===== src/rtl/io_debounce_bit.sv =====
// One conditioned input bit: two-flop synchroniser, stability counter,
// debounced level and one-cycle rise/fall pulses.
module io_debounce_bit #(
    parameter int DEBOUNCE_CYCLES = 50000,
    parameter bit RESET_PIN_LEVEL = 1'b0,
    parameter bit INVERT          = 1'b0
) (
    input  logic clk_i,
    input  logic rst_ni,
    input  logic pin_i,
    output logic level_o,
    output logic press_o,
    output logic release_o
);

    localparam int               CNT_W   = $clog2(DEBOUNCE_CYCLES);
    localparam logic [CNT_W-1:0] CNT_MAX = CNT_W'(DEBOUNCE_CYCLES - 1);

    logic             sync_q1;
    logic             sync_q2;
    logic             synced;
    logic             level_q;
    logic             level_d;
    logic [CNT_W-1:0] count_q;
    logic [CNT_W-1:0] count_d;
    logic             press_q;
    logic             press_d;
    logic             release_q;
    logic             release_d;

    always_ff @(posedge clk_i or negedge rst_ni) begin
        if (!rst_ni) begin
            sync_q1 <= RESET_PIN_LEVEL;
            sync_q2 <= RESET_PIN_LEVEL;
        end else begin
            sync_q1 <= pin_i;
            sync_q2 <= sync_q1;
        end
    end

    // Everything past the synchroniser is active-high.
    assign synced = sync_q2 ^ INVERT;

    // The counter saturates at CNT_MAX only for the cycle that commits the new level.
    always_comb begin
        level_d   = level_q;
        count_d   = '0;
        press_d   = 1'b0;
        release_d = 1'b0;
        if (synced != level_q) begin
            if (count_q == CNT_MAX) begin
                level_d   = synced;
                press_d   = synced;
                release_d = ~synced;
            end else begin
                count_d = count_q + CNT_W'(1);
            end
        end
    end

    always_ff @(posedge clk_i or negedge rst_ni) begin
        if (!rst_ni) begin
            level_q   <= 1'b0;
            count_q   <= '0;
            press_q   <= 1'b0;
            release_q <= 1'b0;
        end else begin
            level_q   <= level_d;
            count_q   <= count_d;
            press_q   <= press_d;
            release_q <= release_d;
        end
    end

    assign level_o   = level_q;
    assign press_o   = press_q;
    assign release_o = release_q;

endmodule


===== src/rtl/io_input_conditioner.sv =====
// Board input conditioner: synchronises and debounces raw switches and buttons,
// presenting active-high levels plus press/release pulses to the core.
module io_input_conditioner #(
    parameter int SW_WIDTH        = 9,
    parameter int BTN_WIDTH       = 4,
    parameter int DEBOUNCE_CYCLES = 50000,
    parameter bit BTN_ACTIVE_LOW  = 1'b1
) (
    input  logic                 clk_i,
    input  logic                 rst_ni,
    input  logic [SW_WIDTH-1:0]  sw_raw_i,
    input  logic [BTN_WIDTH-1:0] btn_raw_i,
    output logic [SW_WIDTH-1:0]  sw_o,
    output logic [BTN_WIDTH-1:0] btn_o,
    output logic [BTN_WIDTH-1:0] btn_press_o,
    output logic [BTN_WIDTH-1:0] btn_release_o
);

    for (genvar i = 0; i < SW_WIDTH; i++) begin : g_sw
        io_debounce_bit #(
            .DEBOUNCE_CYCLES(DEBOUNCE_CYCLES),
            .RESET_PIN_LEVEL(1'b0),
            .INVERT         (1'b0)
        ) u_bit (
            .clk_i    (clk_i),
            .rst_ni   (rst_ni),
            .pin_i    (sw_raw_i[i]),
            .level_o  (sw_o[i]),
            .press_o  (),
            .release_o()
        );
    end

    // Button synchronisers reset to the idle pin level so reset never looks like a press.
    for (genvar i = 0; i < BTN_WIDTH; i++) begin : g_btn
        io_debounce_bit #(
            .DEBOUNCE_CYCLES(DEBOUNCE_CYCLES),
            .RESET_PIN_LEVEL(BTN_ACTIVE_LOW),
            .INVERT         (BTN_ACTIVE_LOW)
        ) u_bit (
            .clk_i    (clk_i),
            .rst_ni   (rst_ni),
            .pin_i    (btn_raw_i[i]),
            .level_o  (btn_o[i]),
            .press_o  (btn_press_o[i]),
            .release_o(btn_release_o[i])
        );
    end

endmodule

===== config.mk =====
export PLATFORM = sky130hd
export DESIGN_NAME = io_input_conditioner
export DESIGN_NICKNAME = d
export VERILOG_FILES = /design/src/rtl/io_debounce_bit.sv /design/src/rtl/io_input_conditioner.sv
export SDC_FILE = /design/constraint.sdc
export NUM_CORES = 1
export LEC_CHECK = 0
export CORE_MARGIN = 8
export CORE_UTILIZATION = 33
export CTS_CLUSTER_DIAMETER = 150
export DETAILED_ROUTE_END_ITERATION = 16
export PLACE_DENSITY = 0.55
export RECOVER_POWER = 50
export SYNTH_ARGS = -nofsm -noshare
export SYNTH_HDL_FRONTEND = slang
export SYNTH_SLANG_ARGS = --single-unit

===== constraint.sdc =====
create_clock -name clk_i -period 2.6 [get_ports clk_i]
set_clock_uncertainty 0.05 [all_clocks]
set_input_delay 0.52 -clock clk_i [delete_from_list [all_inputs] [get_ports clk_i]]
set_output_delay 0.52 -clock clk_i [all_outputs]
set_load 0.05 [all_outputs]

* Word level (Yosys, flattened, before mapping)
Index checks and enable logic that the tools add are counted.
** Word-level totals
- Output and inout port bits :: 21
- Register bits after elaboration :: 255
** Cells by class
- Equal/unequal tests :: 26
- Bitwise gates (word level) :: 4
- Mux-type cells :: 42
- $add $sub $neg :: 13
- Reductions and logical operators :: 13
** Operators with widths (number)
- 2-to-1 mux 16 bit :: 26
- adder 16 x 1 -> 16 bit, second input constant :: 13
- == test 16 bit, second input constant :: 13
- AND reduction 2 bit :: 13
- 2-to-1 mux 1 bit :: 16
- != test 1 bit :: 13
- NOT 1 bit :: 4

* Logic depth before layout (Yosys ltp)
Gate-level depths: netlist of run 1.
- Depth after elaboration :: 3
- Gate-level depth with buffers :: 7

* Hierarchy
Synthesis of run 1 repeated with hierarchy kept, for this count alone.
** Second synthesis, totals
- Cells, all modules :: 1148
- Area total of the unflattened synthesis :: 12771.0 um^2
** Modules (own cells, without submodules)
- io_debounce_bit at g_sw[0].u_bit ... :: times used 9, area each 969.7 um^2, cells each 88, sequential area each 525.5 um^2
- io_debounce_bit at g_btn[0].u_bit ... :: times used 4, area each 1011.0 um^2, cells each 89, sequential area each 528.0 um^2

* Worst setup path after synthesis of run 1
No wires, ideal clock.
- Kind :: reg-to-reg
- From :: register g_btn[1].u_bit.count_q[4]
- To :: register g_btn[1].u_bit.count_q[10]
- Period minus slack after synthesis :: 1907 ps
- Cell stages (with the launch flop) :: 7
- Data arrival time :: 1738 ps
- Setup slack :: 693 ps
- Required time :: 2431 ps
- Path through :: dfrtp_1 or4bb_1 or4_1 buf_2 nand2_4 buf_8 nor2_1
** On the way
- Longest elaborated chain between the ends :: 3
- Elaborated cells between the ends (all ways) :: 4
- Those cells by class :: add/sub: 1; eq/ne: 1; mux: 2
** RTL lines
- from (decl) :: line io_debounce_bit.sv:24 : logic [CNT_W-1:0] count_q;
- from (signal assigned) :: line io_debounce_bit.sv:69 : count_q <= count_d;
- adder 16 x 1 -> 16 bit or == test 16 bit (tied branches) :: line io_debounce_bit.sv:56, io_debounce_bit.sv:51
- 2-to-1 mux 16 bit * :: line io_debounce_bit.sv:51 : if (count_q == CNT_MAX) begin
- 2-to-1 mux 16 bit * :: line io_debounce_bit.sv:50 : if (synced != level_q) begin
- net g_btn[1].u_bit.count_d[10] :: line io_debounce_bit.sv:25 : logic [CNT_W-1:0] count_d;
Mark *: on every way through the listed nets, which the timed path passes. The rest lies on a longest branch.
A chain may end at the register's enable or synchronous reset.

* Worst setup path in the final report of run 1
- From :: register g_btn[1].u_bit.level_q
- To :: output btn_o[1]
** RTL lines
- from (decl) :: line io_debounce_bit.sv:22 : logic level_q;
- from (signal assigned) :: line io_debounce_bit.sv:68 : level_q <= level_d;
- to (decl) :: line io_input_conditioner.sv:14 : output logic [BTN_WIDTH-1:0] btn_o,
No word-level cell between the ends.

==> results of run 1 <==
logic make-up after synthesis:
group | count (synthesis) | share of synthesized area
multiplexers | 9 | 0.00895
XOR/XNOR | 193 | 0.144
AO/OA/AOI/OAI | 15 | 0.0110
buffers and inverters | 72 | 0.0319
AND/OR/NAND/NOR | 589 | 0.246
adder cells (fa/ha/maj) | 13 | 0.0139
flip-flops | 255 | 0.544
metal layers:
layer | up-vias | GRT usage | wire length (microns)
met3 | 36 | 0.0202 | 739
met2 | 79 | 0.159 | 9400
li1 | 3999 | - | -
met5 | - | 0 | 0
met4 | 0 | 0.0329 | 522
met1 | 3826 | 0.139 | 10300
per-stage QoR:
stage | hold WS (ns) | power (mW)
after floorplan | 0.174 | 4.29
after CTS | 0.275 | 9.02
final | 0.297 | 8.82
after global routing | 0.306 | 9.20
after detailed placement | 0.286 | 4.45
after global placement | 0.285 | 4.44
placed cells by master, fill, tap and decap left out, drive strengths merged, types with 2 or more instances in the layout:
cell type        n
o21ai            7
xor2            29
nor3            53
ha              13
clkbuf          46
dfrtp          247
xnor2          164
nand4           52
nand3           73
mux2             9
clkinv           4
inv             38
and3            19
bufinv           6
nand4b           2
nor2           245
o41ai            3
dlygate4sd3     14
nand3b           2
or3              3
or2              3
dfstp            8
nor4b            8
buf             13
or4bb            3
nor4            54
a21oi            2
nor4bb          13
or4              4
nand2           54
clkdlybuf4s50   21
power by group:
| group | leakage, nW | internal [mW] | switching (mW) | total [mW] |
|---|---|---|---|---|
| Sequential | 3.46 | 4.05 | 0.0602 | 4.11 |
| Combinational | 1.38 | 0.0855 | 0.167 | 0.252 |
| Clock | 0.526 | 2.85 | 1.62 | 4.47 |
final cells by class:
type                       instances  area, sq um
clock buffer                      43          848
inverter                          37          139
tap                              461          577
sequential                       255         6390
timing repair buffer              51          483
fill                            3424        21700
multi-input combinational        819         4980
clock inverter                    11          220
final timing paths:
check	end
worst max-delay path	btn_o[1]
worst min-delay path	g_sw[5].u_bit.sync_q2
worst max register to register	g_btn[1].u_bit.count_q[15]
worst min register to register	g_sw[5].u_bit.sync_q2
max in group asynchronous	g_btn[2].u_bit.count_q[12]
min in group asynchronous	g_sw[3].u_bit.count_q[2]
flip-flops by register name (all words and copies together), names as in the netlist:
register,cells
g_btn.u_bit.count_q,64
g_btn.u_bit.level_o,4
g_btn.u_bit.press_o,4
g_btn.u_bit.release_o,4
g_btn.u_bit.sync_q1,4
g_btn.u_bit.sync_q2,4
g_sw.u_bit.count_q,144
g_sw.u_bit.level_o,9
g_sw.u_bit.sync_q1,9
g_sw.u_bit.sync_q2,9
==> results.sh, run 1 <==
export IMPL_status="complete, no violations"
export IMPL_worstPathCellList="clkdlybuf4s50_1"
export IMPL_synth_top_area_share=0.526
export IMPL_cellLeakagePower_nw=5.37
export IMPL_placed_area_sq_mm=0.0126
export IMPL_cpLargestDelayFamily="buffers and inverters"
export IMPL_antenna_left=0
export IMPL_yosysMostFrequentCell="dfrtp_1"
export IMPL_relSlewSlack=0.0389
export IMPL_die_area_sq_mm=0.0419
export IMPL_holdPathStages=0
export IMPL_worstHoldPathType="reg2reg"
export IMPL_syn_inst=1146
export IMPL_worst_ep_required_time_ns=2.03
export IMPL_fin_crit_ns=2.41
export IMPL_fin_ws_ns=0.186
export IMPL_syn_area_per_cell_sq_um=10.2
export IMPL_grt_max_degree=65
export IMPL_setup_violations=0
export IMPL_worstPathArrival_ns=1.84
export IMPL_cp_max_fo=5
export IMPL_path_class="reg2out"
export IMPL_preCtsSetupSlack_ns=0.563
export IMPL_dp_cells=1622
export IMPL_die_h_microns=205
export IMPL_endpoint_kind="output port"
export IMPL_cp_start_kind="flop"
export IMPL_r2r_slack_ns=0.57
export IMPL_core_area_sq_mm=0.0353
export IMPL_drt_wirelength_per_cell_microns=12.5
export IMPL_clock_latency_ns=0.56
export IMPL_postCtsHoldBufs=1
export IMPL_postCtsSetupRepairBufs=0
export IMPL_ys_seq_area_frac=0.544
export IMPL_overflow=0
export IMPL_critPathMaxStageDelay_ns=0.87
export IMPL_grt_pass1_wl_microns=36900
export IMPL_root_buffer="clkbuf_16"
export IMPL_synth_async_sr_flop_share=1.00
export IMPL_synth_top_area_cell="dfrtp_1"
export IMPL_numCtsBuffers=29
export IMPL_cap_viol_max_count=0
export IMPL_slowest_stage="clkdlybuf4s50_1"
export IMPL_vdd_drop_max_v=0.000479
export IMPL_globalplace_congestion=0.771
export IMPL_startpoint="g_btn[1].u_bit.level_o"
export IMPL_drt_initial_drc_count=347
export IMPL_grt_pass1_vias=7809
export IMPL_grt_usage=0.101
export IMPL_yosys_top_cells_area="dfrtp_1 (53%), xnor2_1 (12%), nor2_1 (7.8%), nand3_1 (3.1%), nor4_1 (2.9%)"
export IMPL_max_freq_mhz=414
export IMPL_area_growth_pct=16.1
export IMPL_power_density_mw_per_mm2=647
export IMPL_synthesis_nets=1174
export IMPL_clk_pin_slew_ns=0.06
export IMPL_synth_edf_count=0
export IMPL_cts_sinks=255
export IMPL_antenna_found_initial=0
export IMPL_fin_nets=1221
export IMPL_dp_hpwl_microns=13800
export IMPL_viasPerCell=4.73
export IMPL_cts_buffer_depth=3
export IMPL_r2r_start="g_btn[1].u_bit.count_q[4]"
export IMPL_start_util=0.333
export IMPL_worst_pin_slew_ns=1.44
export IMPL_ys_flop_type="dfrtp_1"
export IMPL_finalHoldViolCount=0
export IMPL_htreeDepth=1
export IMPL_ys_types=40
export IMPL_dr_pass1_iters=5
export IMPL_fin_crit_sh=0.928
export IMPL_synth_common_cells="dfrtp_1 (247), nor2_1 (245), xnor2_1 (164)"
export IMPL_final_cell_area_sq_mm=0.0136
export IMPL_maxSlewViolCount=0
export IMPL_hold_start="g_sw[5].u_bit.sync_q1"
export IMPL_setup_tns_final_ns=0
export IMPL_drive_above_1_share=0.0740
export IMPL_synth_seq_cells=255
export IMPL_cts_resized_gates=0
export IMPL_vias=7940
export IMPL_drc_errors=0
export IMPL_utilization=0.386
export IMPL_synth_warnings=0
export IMPL_syn_area_sq_mm=0.0117
export IMPL_fin_cells=1677
export IMPL_routed_wl_microns=21000
export IMPL_cp_num_buf_inv=1
export IMPL_die_w_microns=205
export IMPL_io_pins=36
export IMPL_rows=69
export IMPL_n_antenna_cell=0
export IMPL_rsz0062_at_grt="no"
export IMPL_reg2reg_depth=4
export IMPL_cp_depth=1
export IMPL_numPortBuffers=35
export IMPL_cts_tree="built"
No activity file was read; power rests on OpenSTA's default activity.
==> run 2, diff against run 1 <==
--- a/config.mk
+++ b/config.mk
@@ -5,6 +5,7 @@
 export SDC_FILE = /design/constraint.sdc
 export NUM_CORES = 1
 export LEC_CHECK = 0
+export CAP_MARGIN = 25
 export CORE_MARGIN = 8
 export CORE_UTILIZATION = 33
 export CTS_CLUSTER_DIAMETER = 150
==> results of run 2 <==
No change in the layout: final DEF, timing and power equal those of run 1.
